**src/rtl/fifo_pkg.sv**
```systemverilog
// Shared FIFO constants, port-direction encodings and controller state type.
// Used by the controller, its pointer registers and the memory/tester pair.
package fifo_pkg;

    localparam int DEF_ADDR_W = 3;
    localparam int DEF_DATA_W = 4;

    localparam logic RW_WRITE = 1'b1;
    localparam logic RW_READ  = 1'b0;

    typedef enum logic {
        INIT = 1'b0,
        RUN  = 1'b1
    } fifoState_t;

endpackage

```
**src/rtl/fifo_ptr.sv**
```systemverilog
// Wrap-bit queue pointer: ADDR_W address bits plus one MSB that toggles per lap.
// Latency: new value one cycle after inc.
// Backpressure: none; the caller gates inc with its own full/empty decision.
module fifo_ptr
    import fifo_pkg::*;
#(
    parameter int ADDR_W = DEF_ADDR_W
) (
    input  logic              clk,
    input  logic              reset_L,
    input  logic              inc,
    output logic [ADDR_W:0]   ptr
);

    localparam logic [ADDR_W:0] ONE = (ADDR_W + 1)'(1);

    always_ff @(posedge clk) begin
        if (!reset_L) begin
            ptr <= '0;
        end else if (inc) begin
            ptr <= ptr + ONE;
        end
    end

endmodule

```
**src/rtl/fifo_ctrl.sv**
```systemverilog
// Push/pop queue controller over a dual-port RAM (port A writes, port B reads).
// Latency: popped word appears on data_out one cycle after an accepted pop.
// Backpressure: push dropped when full, pop dropped when empty, both sticky-flagged.
module fifo_ctrl
    import fifo_pkg::*;
#(
    parameter int ADDR_W = DEF_ADDR_W,
    parameter int DATA_W = DEF_DATA_W,
    parameter int AF_THR = 6,
    parameter int AE_THR = 2
) (
    input  logic              clk,
    input  logic              reset_L,
    input  logic              push,
    input  logic [DATA_W-1:0] data_in,
    input  logic              pop,
    output logic [DATA_W-1:0] data_out,
    output logic              valid_out,
    output logic              ready,
    output logic              full,
    output logic              empty,
    output logic              almost_full,
    output logic              almost_empty,
    output logic [ADDR_W:0]   count,
    output logic              overflow,
    output logic              underflow,
    output logic [ADDR_W-1:0] AddrA,
    output logic [ADDR_W-1:0] AddrB,
    output logic              rwA,
    output logic              rwB,
    output logic [DATA_W-1:0] DataInA,
    output logic [DATA_W-1:0] DataInB,
    input  logic [DATA_W-1:0] DataOutB
);

    localparam logic [ADDR_W:0]   ONE       = (ADDR_W + 1)'(1);
    localparam logic [ADDR_W:0]   DEPTH_LVL = (ADDR_W + 1)'(1 << ADDR_W);
    localparam logic [ADDR_W:0]   AF_LVL    = (ADDR_W + 1)'(AF_THR);
    localparam logic [ADDR_W:0]   AE_LVL    = (ADDR_W + 1)'(AE_THR);
    localparam logic [ADDR_W-1:0] INIT_LAST = '1;

    fifoState_t        state, stateNext;
    logic [ADDR_W-1:0] initCnt;
    logic [ADDR_W:0]   wrPtr, rdPtr, countNext;
    logic              pushAcc, popAcc;

    fifo_ptr #(.ADDR_W(ADDR_W)) uWrPtr (.clk(clk), .reset_L(reset_L), .inc(pushAcc), .ptr(wrPtr));
    fifo_ptr #(.ADDR_W(ADDR_W)) uRdPtr (.clk(clk), .reset_L(reset_L), .inc(popAcc),  .ptr(rdPtr));

    // Wrap-bit pointer difference is the occupancy, 0..DEPTH, with no extra counter.
    assign count = wrPtr - rdPtr;

    always_comb begin
        stateNext = state;
        AddrA     = wrPtr[ADDR_W-1:0];
        rwA       = RW_READ;
        DataInA   = '0;
        ready     = 1'b0;
        pushAcc   = 1'b0;
        popAcc    = 1'b0;
        case (state)
            INIT: begin
                AddrA = initCnt;
                rwA   = RW_WRITE;
                if (initCnt == INIT_LAST) begin
                    stateNext = RUN;
                end
            end
            RUN: begin
                ready   = 1'b1;
                pushAcc = push && !full;
                popAcc  = pop && !empty;
                if (pushAcc) begin
                    rwA     = RW_WRITE;
                    DataInA = data_in;
                end
            end
            default: stateNext = INIT;
        endcase
    end

    always_comb begin
        countNext = count;
        case ({pushAcc, popAcc})
            2'b10:   countNext = count + ONE;
            2'b01:   countNext = count - ONE;
            default: countNext = count;
        endcase
    end

    assign AddrB    = rdPtr[ADDR_W-1:0];
    assign rwB      = RW_READ;
    assign DataInB  = '0;
    assign data_out = valid_out ? DataOutB : '0;

    always_ff @(posedge clk) begin
        if (!reset_L) begin
            state        <= INIT;
            initCnt      <= '0;
            valid_out    <= 1'b0;
            full         <= 1'b0;
            empty        <= 1'b1;
            almost_full  <= 1'b0;
            almost_empty <= 1'b1;
            overflow     <= 1'b0;
            underflow    <= 1'b0;
        end else begin
            state        <= stateNext;
            valid_out    <= popAcc;
            full         <= (countNext == DEPTH_LVL);
            empty        <= (countNext == '0);
            almost_full  <= (countNext >= AF_LVL);
            almost_empty <= (countNext <= AE_LVL);
            if (state == INIT) begin
                initCnt <= initCnt + 1'b1;
            end
            if (state == RUN && push && full) begin
                overflow <= 1'b1;
            end
            if (state == RUN && pop && empty) begin
                underflow <= 1'b1;
            end
        end
    end

endmodule
```
**config.mk**
```make
export PLATFORM = sky130hd
export DESIGN_NAME = fifo_ctrl
export DESIGN_NICKNAME = d
export VERILOG_FILES = /design/src/rtl/fifo_pkg.sv /design/src/rtl/fifo_ptr.sv /design/src/rtl/fifo_ctrl.sv
export SDC_FILE = /design/constraint.sdc
export NUM_CORES = 1
export LEC_CHECK = 0
export CORE_MARGIN = 10
export CORE_UTILIZATION = 25
export CTS_CLUSTER_SIZE = 25
export DETAILED_ROUTE_END_ITERATION = 8
export PLACE_DENSITY = 0.47
export SLEW_MARGIN = 20
export SYNTH_ARGS = -nofsm -noshare
export SYNTH_HDL_FRONTEND = slang
export SYNTH_SLANG_ARGS = --single-unit
```
**constraint.sdc**
```tcl
create_clock -name clk -period 2.95 [get_ports clk]
set_clock_uncertainty 0.15 [all_clocks]
set_input_delay 0.295 -clock clk [delete_from_list [all_inputs] [get_ports clk]]
set_output_delay 0.295 -clock clk [all_outputs]
set_load 0.1 [all_outputs]
```
==> key figures, run 1 <==
Status
  • Status: finished, final reports clean

Timing
  • Count of final max-slew check failures: 0
  • Slew at the pin closest to its max-slew limit: about 0.63 ns
  • Final Critical Period: ~2.7 ns
  • TNS Setup: 0 ns
  • Total count of hold-check failures in the final report: 0
  • Final-layout worst hold slack: between 0.3 and 0.4 ns
  • RSZ-0062 raised after global routing: no
  • Setup violators final: 0
  • Worst slew slack as a fraction of its limit: 0.5767
  • Final critical-path share of the clock period: 0.9275
  • Achievable clock frequency: approximately 370 MHz

Setup path
  • Launching element type of the critical path: flip-flop
  • Crit-path cells: inv_2 -> ha_4 -> inv_2 -> fa_2 -> xor2_1 -> ha_2 -> or3_4 -> nor3_2 -> o22ai_1 -> o31ai_1
  • Delay of the slowest critical-path stage: a little under 0.6 ns
  • Critical-path top delay cell: sky130_fd_sc_hd__fa_2
  • Data arrival time of the critical path: between 2 and 3 ns
  • Cell occurring most often along the worst timing path: sky130_fd_sc_hd__inv_2
  • Endpoint kind of the worst setup timing path: flip-flop
  • Maximum fanout along the worst path: 4
  • Endpoint required time on the critical path: 2.95 ns
  • Path type of the worst setup path: flip-flop to flip-flop
  • Bufs and invs on worst path: 2
  • Top delay family on crit path: adder cells

Synth
  • Post-Synthesis Mean Instance Area: 8.983 um^2
  • Netlist area before placement: ~0.0013 mm^2
  • Yosys warning total: 0
  • Number of distinct library cells after synthesis: 45
  • Synth Instances: 145
  • Proportion of synthesized chip area in sequential cells: 0.2920
  • Number of register bits inferred by synthesis: 19

Clock network
  • Buffer type at the clock tree root: sky130_fd_sc_hd__clkbuf_8
  • Worst-skew pair later-pin latency: 0.25 ns
  • Number of buffers inserted for hold repair after clock tree synthesis: 0
  • CTS Buf Count: 3
  • # H-tree levels: 1
  • Post-CTS setup-driven buffer insertion count: 0
  • Clock tree from TritonCTS: yes
  • Number of buffers on the longest clock path: 2
  • Clock-pin slew of the registers on the worst-case setup and hold paths: about 0.070 ns
  • Sink Count: 19
  • Post-cts repair resize count: 0

Cells and area
  • Area delta synth->final: 41.31%
  • Leading cell types in the layout, fill and taps excluded: sky130_fd_sc_hd__buf_4 (28), sky130_fd_sc_hd__and2_1 (16), sky130_fd_sc_hd__dfxtp_1 (15)
  • Non-Filler Instances: between 200 and 300
  • Commonest non-fill, non-tap cell in the layout: sky130_fd_sc_hd__buf_4
  • Antenna fix cells: 0
  • Ratio of cells with drive above 1 in the final layout: 0.3297
  • Final design instance area without fill: 0.001841 mm^2
  • Number of fill cells in the layout: ~550
  • Post-layout nets: approximately 210
  • Largest registers: uRdPtr.ptr (4), uWrPtr.ptr (4), initCnt (3)

Pwr
  • Worst vdd ir: 0.1875 mV
  • Net switching power: 0.1636 mW
  • Final Total Pwr: around 0.55 mW
  • Leakage power of the design: ~0.79 nW
  • Internal power: approximately 0.38 mW
  • Share of total power in combinational logic: 0.191
  • Share of power burned in registers: 0.480
  • Clk pwr share: 0.329
  • Fraction of power spent switching nets: 0.2983
  • Power density cells: 298.1 mW/mm^2

Floorplan
  • Chip width: between 90 and 100 um
  • Floorplan core area: 0.005075 mm^2
  • Die extent in y: between 90 and 100 um
  • I/O pins: 44
  • Starting density of the core: 0.2567
  • Area enclosed by the die boundary: roughly 0.0085 mm^2
  • Standard-cell rows: 26

Routing
  • Starting DRT DRC Count: 39
  • DR vias: around 1100
  • Wirelength per Cell: approximately 14 um
  • Via-to-Cell Ratio: roughly 4.4
  • WL final: about 3500 um
  • Initial DRT Pass Iterations: 4
  • Remaining antenna violation count after routing: 0
  • Residual DRC count: 0

Placed design
  • Total half-perimeter wirelength after legalization and detailed placement: around 2900 um
  • Number of port buffers: 38
  • Weighted congestion reported at the end of routability-driven placement: 0.8047
  • Post-placement cell area: between 0.0015 and 0.002 mm^2
  • Placed cells: 251

Run
  • Max-cap violation count: 0

GRT
  • Initial antenna violation count: 0
  • Global route total overflow: 0
  • Number of global-route vias before repair: ~1100
  • Total GRT Usage: 0.07991
  • Pin count of the biggest net entering global routing: 20
  • First-pass GRT wire length: roughly 5700 um

Min path
  • Worst hold-check path type: flip-flop to flip-flop
-- cells by family (layout without fill, tap and decap cells) --
kind of cell,Yosys count,in the layout,synth area share
compound gates,26,26,0.1576
simple gates,52,52,0.2382
fa+ha+maj,10,10,0.1018
mux,6,6,0.04899
other cells,1,5,0.002879
buf+inv,21,57,0.08550
xor+xnor,10,10,0.07301
flops,19,19,0.2920
-- synthesized netlist by cell type, drive strengths merged --
cell type  number  share of area
dfxtp          19           0.29
and2           16          0.077
buf            11          0.057
ha              9          0.086
inv             9          0.026
nand2           9          0.026
nor2b           9          0.043
xnor2           8          0.060
a21oi           4          0.015
o21ai           4          0.015
mux2            3          0.026
mux2i           3          0.023
nand4           3          0.014
nor2            3         0.0086
nor3            3          0.015
o21a            3          0.017
a21o            2          0.012
a31oi           2         0.0096
and3            2         0.0096
nand3           2         0.0077
o41ai           2          0.019
xor2            2          0.013
a21boi          1         0.0058
a22o            1         0.0067
a31o            1         0.0067
clkbuf          1         0.0029
conb            1         0.0029
fa              1          0.015
nand2b          1         0.0048
nand3b          1          0.015
nor4            1         0.0048
nor4b           1         0.0067
o221a           1         0.0086
o221ai          1          0.012
o22ai           1         0.0048
o311ai          1          0.012
o31a            1         0.0067
o31ai           1         0.0058
or3             1         0.0048
-- tightest hold or removal path, stage by stage, from the launching register on --
cell	delay (ns)
sky130_fd_sc_hd__dfxtp_1	0.34
sky130_fd_sc_hd__a31oi_1	0.04
sky130_fd_sc_hd__nor2b_1	0.09
-- power by group through the flow --
stage | Combinational (mW) | Sequential, mW | Clock, mW
2_1_floorplan | 0.0809 | 0.270 | 0
3_3_place_gp | 0.104 | 0.269 | 0
3_5_place_dp | 0.105 | 0.269 | 0
4_1_cts | 0.105 | 0.263 | 0.194
5_1_grt | 0.110 | 0.264 | 0.203
6_report | 0.105 | 0.263 | 0.181
-- layout make-up --
class	count	area, um^2	share of cell area
Inverter	9	33.78	0.01835
Timing Repair Buffer	44	420.4	0.2284
Sequential cell	19	387.9	0.2107
Clock buffer	4	45.04	0.02447
Tap cell	70	87.58	0.04759
Multi-Input combinational cell	109	865.8	0.4704
-- worst paths after layout --
check | start | end | slack [ns] | depth (start not counted)
setup reg to reg | uWrPtr.ptr[0] | empty | 0.21 | 10
hold / removal | overflow | overflow | 0.35 | 2
setup / recovery | uWrPtr.ptr[0] | empty | 0.21 | 10
hold reg to reg | overflow | overflow | 0.35 | 2
-- through the flow --
step	setup WS, ns	util
floorplan	-0.1080	-
global placement	0.1198	0.3538
detailed placement	0.08441	0.3538
CTS	0.1703	0.3627
global route	0.04838	0.3627
finish	0.2140	0.3627
-- routing by layer --
metal	track usage	share of wire
met5	0	0
met1	0.09419	0.45
met4	0.01542	0.0055
met3	0.02445	0.050
met2	0.1394	0.50
Power figures use the tool's default switching activity.
==> run 2, diff against run 1 <==
--- a/config.mk
+++ b/config.mk
@@ -6,10 +6,11 @@
 export NUM_CORES = 1
 export LEC_CHECK = 0
 export CORE_MARGIN = 10
-export CORE_UTILIZATION = 25
+export CORE_UTILIZATION = 45
 export CTS_CLUSTER_SIZE = 25
 export DETAILED_ROUTE_END_ITERATION = 8
-export PLACE_DENSITY = 0.47
+export HOLD_SLACK_MARGIN = 0.05
+export PLACE_DENSITY = 0.77
 export SLEW_MARGIN = 20
 export SYNTH_ARGS = -nofsm -noshare
 export SYNTH_HDL_FRONTEND = slang
==> constraint.sdc (replaced) <==
create_clock -name clk -period 2.9 [get_ports clk]
set_clock_uncertainty 0.15 [all_clocks]
set_input_delay 0.29 -clock clk [delete_from_list [all_inputs] [get_ports clk]]
set_output_delay 0.29 -clock clk [all_outputs]
set_load 0.1 [all_outputs]
==> key figures, run 2 (synthesized netlist as in run 1, its figures left out) <==
Placed design
  • Post-placement cell area: 0.001747 mm^2 (-2.7%)
  • Worst slack at placement: 0.1349 ns (+0.05050 ns)
  • Weighted congestion reported at the end of routability-driven placement: 0.8390 (+4.3%)
  • Placed cells: 212 (-16%)
  • Total half-perimeter wirelength after legalization and detailed placement: 2812 um (-1.9%)
  • Number of port buffers: 38 (unchanged)

Setup path
  • Endpoint required time on the critical path: 2.97 ns (+0.02 ns)
  • Endpoint kind of the worst setup timing path: flip-flop
  • Critical path destination: almost_full
  • Start of the worst register-to-register path: uWrPtr.ptr[0]
  • Worst reg2reg setup slack: 0.19 ns (-0.02 ns)
  • Critical-path top delay cell: sky130_fd_sc_hd__fa_2
  • Crit-path cells: inv_2 -> ha_4 -> inv_2 -> fa_2 -> xor2_1 -> ha_2 -> a21oi_1 -> nor3_2 -> o21ai_1 -> a31o_1 -> o31a_1
  • Cell occurring most often along the worst timing path: sky130_fd_sc_hd__inv_2
  • Path length in cells of the critical path: 11 (+1)
  • Launch point of the critical path: uWrPtr.ptr[0]
  • Capture point of the worst reg-to-reg path: almost_full
  • Maximum fanout along the worst path: 4 (unchanged)
  • Delay of the slowest critical-path stage: 0.57 ns (-0.02 ns)
  • Top delay family on crit path: adder cells
  • Data arrival time of the critical path: 2.78 ns (+0.04 ns)
  • R2R cell count: 11 (+1)
  • Launching element type of the critical path: flip-flop
  • Bufs and invs on worst path: 2 (unchanged)
  • Path type of the worst setup path: flip-flop to flip-flop

Status
  • Status: finished, final reports clean

Cells and area
  • Final design instance area without fill: 0.001773 mm^2 (-3.7%)
  • Number of fill cells in the layout: 235 (-57%)
  • Post-layout nets: 208 (unchanged)
  • Leading cell types in the layout, fill and taps excluded: sky130_fd_sc_hd__buf_4 (28), sky130_fd_sc_hd__and2_1 (16), sky130_fd_sc_hd__dfxtp_1 (15)
  • Largest registers: uRdPtr.ptr (4), uWrPtr.ptr (4), initCnt (3)
  • Area delta synth->final: 36.12%
  • Antenna fix cells: 0 (unchanged)
  • Ratio of cells with drive above 1 in the final layout: 0.3297 (unchanged)
  • Non-Filler Instances: 216 (-15%)
  • Commonest non-fill, non-tap cell in the layout: sky130_fd_sc_hd__buf_4
  • Core utilization of the finished layout: 0.6429 (+0.2802)

Routing
  • Initial DRT Pass Iterations: 4 (unchanged)
  • Wirelength per Cell: 15.73 um (+15%)
  • Starting DRT DRC Count: 61 (+56%)
  • WL final: 3398 um (-2.4%)
  • Via-to-Cell Ratio: 5.389 (+23%)
  • DR vias: 1164 (+4.2%)
  • Residual DRC count: 0 (unchanged)
  • Remaining antenna violation count after routing: 0 (unchanged)

Min path
  • Cell depth of the worst min-delay path: 2 (unchanged)
  • Worst hold-check path type: flip-flop to flip-flop

Pwr
  • Worst vdd ir: 0.2486 mV (+33%)
  • Leakage power of the design: 0.7853 nW (-1.1%)
  • Final Total Pwr: 0.5142 mW (-6.3%)
  • Power density cells: 290.0 mW/mm^2 (-2.7%)

GRT
  • First-pass GRT wire length: 5602 um (-1.7%)
  • Total GRT Usage: 0.1274 (+0.04751)
  • Number of global-route vias before repair: 1216 (+7.3%)
  • Initial antenna violation count: 0 (unchanged)
  • Global route total overflow: 0 (unchanged)
  • Pin count of the biggest net entering global routing: 20 (unchanged)

Floorplan
  • Chip width: 73.80 um (-20%)
  • Area enclosed by the die boundary: 0.005446 mm^2 (-36%)
  • Standard-cell rows: 19 (-27%)
  • I/O pins: 44 (unchanged)
  • Starting density of the core: 0.4723 (+0.2157)
  • Die extent in y: 73.80 um (-20%)
  • Floorplan core area: 0.002758 mm^2 (-46%)

Timing
  • Count of final max-slew check failures: 0 (unchanged)
  • RSZ-0062 raised after global routing: no
  • Final-layout worst hold slack: 0.3706 ns (+0.01604 ns)
  • Final Critical Period: 2.709 ns (-0.02695 ns)
  • Setup violators final: 0 (unchanged)
  • Total count of hold-check failures in the final report: 0 (unchanged)
  • Worst slew slack as a fraction of its limit: 0.6303 (+0.05369)
  • Final critical-path share of the clock period: 0.9342 (+0.006698)
  • TNS Setup: 0 ns (unchanged)
  • Achievable clock frequency: 369.1 MHz (+0.99%)
  • Smallest setup slack after layout: 0.1909 ns (-0.02305 ns)
  • Slew at the pin closest to its max-slew limit: 0.5528 ns (-0.08028 ns)

Clock network
  • Number of buffers inserted for hold repair after clock tree synthesis: 0 (unchanged)
  • Sink Count: 19 (unchanged)
  • Post-cts repair resize count: 0 (unchanged)
  • # H-tree levels: 1 (unchanged)
  • Number of buffers on the longest clock path: 2 (unchanged)
  • Buffer type at the clock tree root: sky130_fd_sc_hd__clkbuf_4
  • Clock-pin slew of the registers on the worst-case setup and hold paths: 0.11 ns (+0.04 ns)
  • Post-CTS setup-driven buffer insertion count: 0 (unchanged)
  • Worst-skew pair later-pin latency: 0.31 ns (+0.06 ns)
  • Clock tree from TritonCTS: yes
  • CTS Buf Count: 3 (unchanged)

Run
  • Max-cap violation count: 0 (unchanged)
run 2: cell types whose count changed in the layout (fill, tap and decap cells not counted):
cell,change
sky130_fd_sc_hd__clkbuf_4,+3
sky130_fd_sc_hd__clkbuf_8,-3
run 2: how the worst min path moves through the flow:
stage / slack, ns / endpoint / from
final: 0.37 / overflow / overflow
after global routing: 0.42 / overflow / overflow
after floorplan: 0.26 / uRdPtr.ptr[0] / reset_L
after detailed placement: 0.34 / overflow / overflow
after CTS: 0.37 / overflow / overflow
after global placement: 0.33 / underflow / underflow
run 2: layer usage:
metal	wire (um)	vias up	global-route usage
li1	-	568	-
met1	1305	552	0.1324
met2	1753	36	0.2188
met3	262	8	0.04980
met4	76	0	0.06004
met5	0	-	0
run 2: final cells by class:
type,instances,area [um^2],area share
Multi-Input combinational cell,109,865.8,0.4884
Timing Repair Buffer,44,420.4,0.2371
Sequential cell,19,387.9,0.2188
Tap cell,31,38.79,0.02188
Inverter,9,33.78,0.01905
Clock buffer,4,26.28,0.01482
run 2: where the power goes:
part,internal [mW],total (mW),switching (mW)
Combinational,0.0308,0.107,0.0763
Sequential,0.264,0.268,0.00377
Clock,0.0538,0.139,0.0855
Total,0.349,0.514,0.166
run 2: worst min-delay path: cells and delay by family (launching register included):
| family | cells | cell delay [ns] |
|---|---|---|
| DFF | 1 | 0.36 |
| and+or+nand+nor | 1 | 0.09 |
| AOI/OAI and AO/OA | 1 | 0.05 |
==> run 3, diff against run 2 <==
--- a/config.mk
+++ b/config.mk
@@ -6,11 +6,11 @@
 export NUM_CORES = 1
 export LEC_CHECK = 0
 export CORE_MARGIN = 10
-export CORE_UTILIZATION = 45
+export CORE_UTILIZATION = 41
 export CTS_CLUSTER_SIZE = 25
 export DETAILED_ROUTE_END_ITERATION = 8
 export HOLD_SLACK_MARGIN = 0.05
-export PLACE_DENSITY = 0.77
+export PLACE_DENSITY = 0.74
 export SLEW_MARGIN = 20
 export SYNTH_ARGS = -nofsm -noshare
 export SYNTH_HDL_FRONTEND = slang
==> constraint.sdc (replaced) <==
create_clock -name clk -period 2.4 [get_ports clk]
set_clock_uncertainty 0.15 [all_clocks]
set_input_delay 0.24 -clock clk [delete_from_list [all_inputs] [get_ports clk]]
set_output_delay 0.24 -clock clk [all_outputs]
set_load 0.1 [all_outputs]
==> key figures, run 3 (synthesized netlist as in run 1, its figures left out) <==
Routing
  • Residual DRC count: 0 (unchanged)
  • WL final: 3482 um (+2.5%)
  • Via-to-Cell Ratio: 4.803 (-11%)
  • Remaining antenna violation count after routing: 0 (unchanged)
  • Wirelength per Cell: 13.98 um (-11%)
  • Starting DRT DRC Count: 34 (-44%)
  • Initial DRT Pass Iterations: 4 (unchanged)
  • DR vias: 1196 (+2.7%)

Pwr
  • Worst vdd ir: 0.2893 mV (+16%)
  • Power density cells: 299.9 mW/mm^2 (+3.4%)
  • Leakage power of the design: 0.9032 nW (+15%)
  • Share of total power in combinational logic: 0.218 (+0.010)
  • Clk pwr share: 0.257 (-0.014)
  • Net switching power: 0.1928 mW (+16%)
  • Internal power: 0.4240 mW (+22%)
  • Share of power burned in registers: 0.525 (+0.004)
  • Fraction of power spent switching nets: 0.3126 (-0.009279)

Placed design
  • Worst slack at placement: -0.2908 ns (-0.4257 ns)
  • Number of port buffers: 38 (unchanged)
  • Post-placement cell area: 0.001916 mm^2 (+9.7%)
  • Weighted congestion reported at the end of routability-driven placement: 0.8172 (-2.6%)
  • Total half-perimeter wirelength after legalization and detailed placement: 2922 um (+3.9%)
  • Placed cells: 240 (+13%)

Status
  • Status: finished, violations left
  • Violated checks: setup timing

GRT
  • Number of global-route vias before repair: 1224 (+0.66%)
  • Total GRT Usage: 0.1164 (-0.01097)
  • First-pass GRT wire length: 5789 um (+3.3%)
  • Met1 Usage GRT: 0.1308 (-0.001594)
  • Initial antenna violation count: 0 (unchanged)
  • Most Crowded Layer GR: met2
  • Global route total overflow: 0 (unchanged)
  • Met3 usage: 0.03420 (-0.01560)
  • Pin count of the biggest net entering global routing: 13 (-35%)
  • Met2 demand-to-capacity share in global routing: 0.2092 (-0.009566)

Timing
  • Count of final max-slew check failures: 0 (unchanged)
  • Smallest setup slack after layout: -0.2885 ns (-0.4794 ns)
  • Total count of hold-check failures in the final report: 0 (unchanged)
  • Achievable clock frequency: 372.0 MHz (+0.77%)
  • Final Critical Period: 2.688 ns (-0.02057 ns)
  • Setup violators final: 4 (+4)
  • RSZ-0062 raised after global routing: yes
  • Final critical-path share of the clock period: 1.120 (+0.1860)
  • Final-layout worst hold slack: 0.3574 ns (-0.01316 ns)

Clock network
  • Buffer type at the clock tree root: sky130_fd_sc_hd__clkbuf_4
  • Worst-skew pair later-pin latency: 0.29 ns (-0.02 ns)
  • Clock tree from TritonCTS: yes
  • # H-tree levels: 1 (unchanged)
  • Sink Count: 19 (unchanged)
  • CTS Buf Count: 3 (unchanged)
  • Number of buffers inserted for hold repair after clock tree synthesis: 0 (unchanged)
  • Clock-pin slew of the registers on the worst-case setup and hold paths: 0.11 ns (about the same)
  • Number of buffers on the longest clock path: 2 (unchanged)

Setup path
  • Bufs and invs on worst path: 2 (unchanged)
  • Delay of the slowest critical-path stage: 0.55 ns (-0.02 ns)
  • Worst reg2reg setup slack: -0.29 ns (-0.48 ns)
  • Top delay family on crit path: adder cells
  • Path type of the worst setup path: flip-flop to flip-flop
  • Path length in cells of the critical path: 10 (-1)
  • Critical-path top delay cell: sky130_fd_sc_hd__fa_2
  • Capture point of the worst reg-to-reg path: empty
  • Start of the worst register-to-register path: uWrPtr.ptr[0]
  • Crit-path cells: inv_4 -> ha_4 -> inv_2 -> fa_2 -> xor2_2 -> ha_2 -> or3_4 -> nor3_4 -> o22ai_2 -> o31ai_2
  • Launch point of the critical path: uWrPtr.ptr[0]
  • Maximum fanout along the worst path: 2 (-2)
  • Launching element type of the critical path: flip-flop
  • Endpoint kind of the worst setup timing path: flip-flop
  • R2R cell count: 10 (-1)
  • Data arrival time of the critical path: 2.75 ns (-0.03 ns)
  • Endpoint required time on the critical path: 2.46 ns (-0.51 ns)
  • Critical path destination: empty

Cells and area
  • Final design instance area without fill: 0.002057 mm^2 (+16%)
  • Non-Filler Instances: 249 (+15%)
  • Area delta synth->final: 57.92%
  • Largest registers: uRdPtr.ptr (4), uWrPtr.ptr (4), initCnt (3)
  • Ratio of cells with drive above 1 in the final layout: 0.4537 (+0.1239)
  • Leading cell types in the layout, fill and taps excluded: sky130_fd_sc_hd__buf_4 (45), sky130_fd_sc_hd__and2_1 (16), sky130_fd_sc_hd__dfxtp_1 (15)
  • Commonest non-fill, non-tap cell in the layout: sky130_fd_sc_hd__buf_4
  • Antenna fix cells: 0 (unchanged)
  • Post-layout nets: 228 (+9.6%)

Floorplan
  • Area enclosed by the die boundary: 0.005832 mm^2 (+7.1%)
  • Standard-cell rows: 20 (+1)
  • I/O pins: 44 (unchanged)
  • Floorplan core area: 0.003053 mm^2 (+11%)
  • Die extent in y: 76.37 um (+3.5%)
  • Starting density of the core: 0.4266 (-0.04568)
  • Chip width: 76.37 um (+3.5%)

Min path
  • Worst hold-check path type: flip-flop to flip-flop

Run
  • Max-cap violation count: 0 (unchanged)
-- run 3: changes by cell type in the layout (fill, tap and decap cells not counted), sizes merged --
cell,before,now
buf,33,53
-- run 3: worst min-delay path by stage --
stage / startpoint / end / slack, ns / cells after the start
4_1_cts: underflow / underflow / 0.37 / 2
3_5_place_dp: underflow / underflow / 0.34 / 2
3_3_place_gp: underflow / underflow / 0.32 / 2
6_report: underflow / underflow / 0.36 / 2
2_1_floorplan: reset_L / uRdPtr.ptr[0] / 0.21 / 1
5_1_grt: underflow / underflow / 0.40 / 2
-- run 3: power groups by stage --
stage / sequential (mW) / clock (mW) / combinational (mW)
6_report: 0.324 / 0.159 / 0.134
4_1_cts: 0.324 / 0.166 / 0.134
5_1_grt: 0.325 / 0.181 / 0.141
3_5_place_dp: 0.331 / 0 / 0.133
2_1_floorplan: 0.332 / 0 / 0.0995
3_3_place_gp: 0.331 / 0 / 0.131
-- run 3: layout make-up --
class | instances | area [um^2]
timing repair buffer | 64 | 608.1
tap | 44 | 55.05
fill | 260 | 996.0
sequential | 19 | 387.9
multi-input combinational | 109 | 943.4
clock buffer | 4 | 26.28
inverter | 9 | 36.28
-- run 3: routing by layer --
metal  wire (um)  part of all wire  vias to the layer above
li1            -                 -                      614
met1        1482              0.43                      566
met2        1841              0.53                       16
met3         158             0.045                        0
met4           0                 0                        0
met5           0                 0                        -
-- run 3: timing repair --
action                                  in CTS  in global routing
gates resized for setup                      8                 10
endpoints found under the setup margin       4                  5
buffers inserted                             3                  2
pin swaps                                    4                  5
-- run 3: stage by stage --
stage,setup TNS (ns),util,total power [mW]
after floorplan,-2.527,-,0.4314
after global placement,-0.9188,0.6275,0.4619
after detailed placement,-0.9717,0.6275,0.4645
after CTS,-0.9569,0.6549,0.6245
after global routing,-1.244,0.6738,0.6471
final,-0.8547,0.6738,0.6168
-- run 3: worst reg2reg max path, cell delays in order, from the launching register on --
cell                      delay (ns)
sky130_fd_sc_hd__dfxtp_2        0.35
sky130_fd_sc_hd__inv_4          0.07
sky130_fd_sc_hd__ha_4           0.13
sky130_fd_sc_hd__inv_2          0.03
sky130_fd_sc_hd__fa_2           0.55
sky130_fd_sc_hd__xor2_2         0.14
sky130_fd_sc_hd__ha_2           0.29
sky130_fd_sc_hd__or3_4          0.36
sky130_fd_sc_hd__nor3_4         0.21
sky130_fd_sc_hd__o22ai_2        0.11
sky130_fd_sc_hd__o31ai_2        0.22
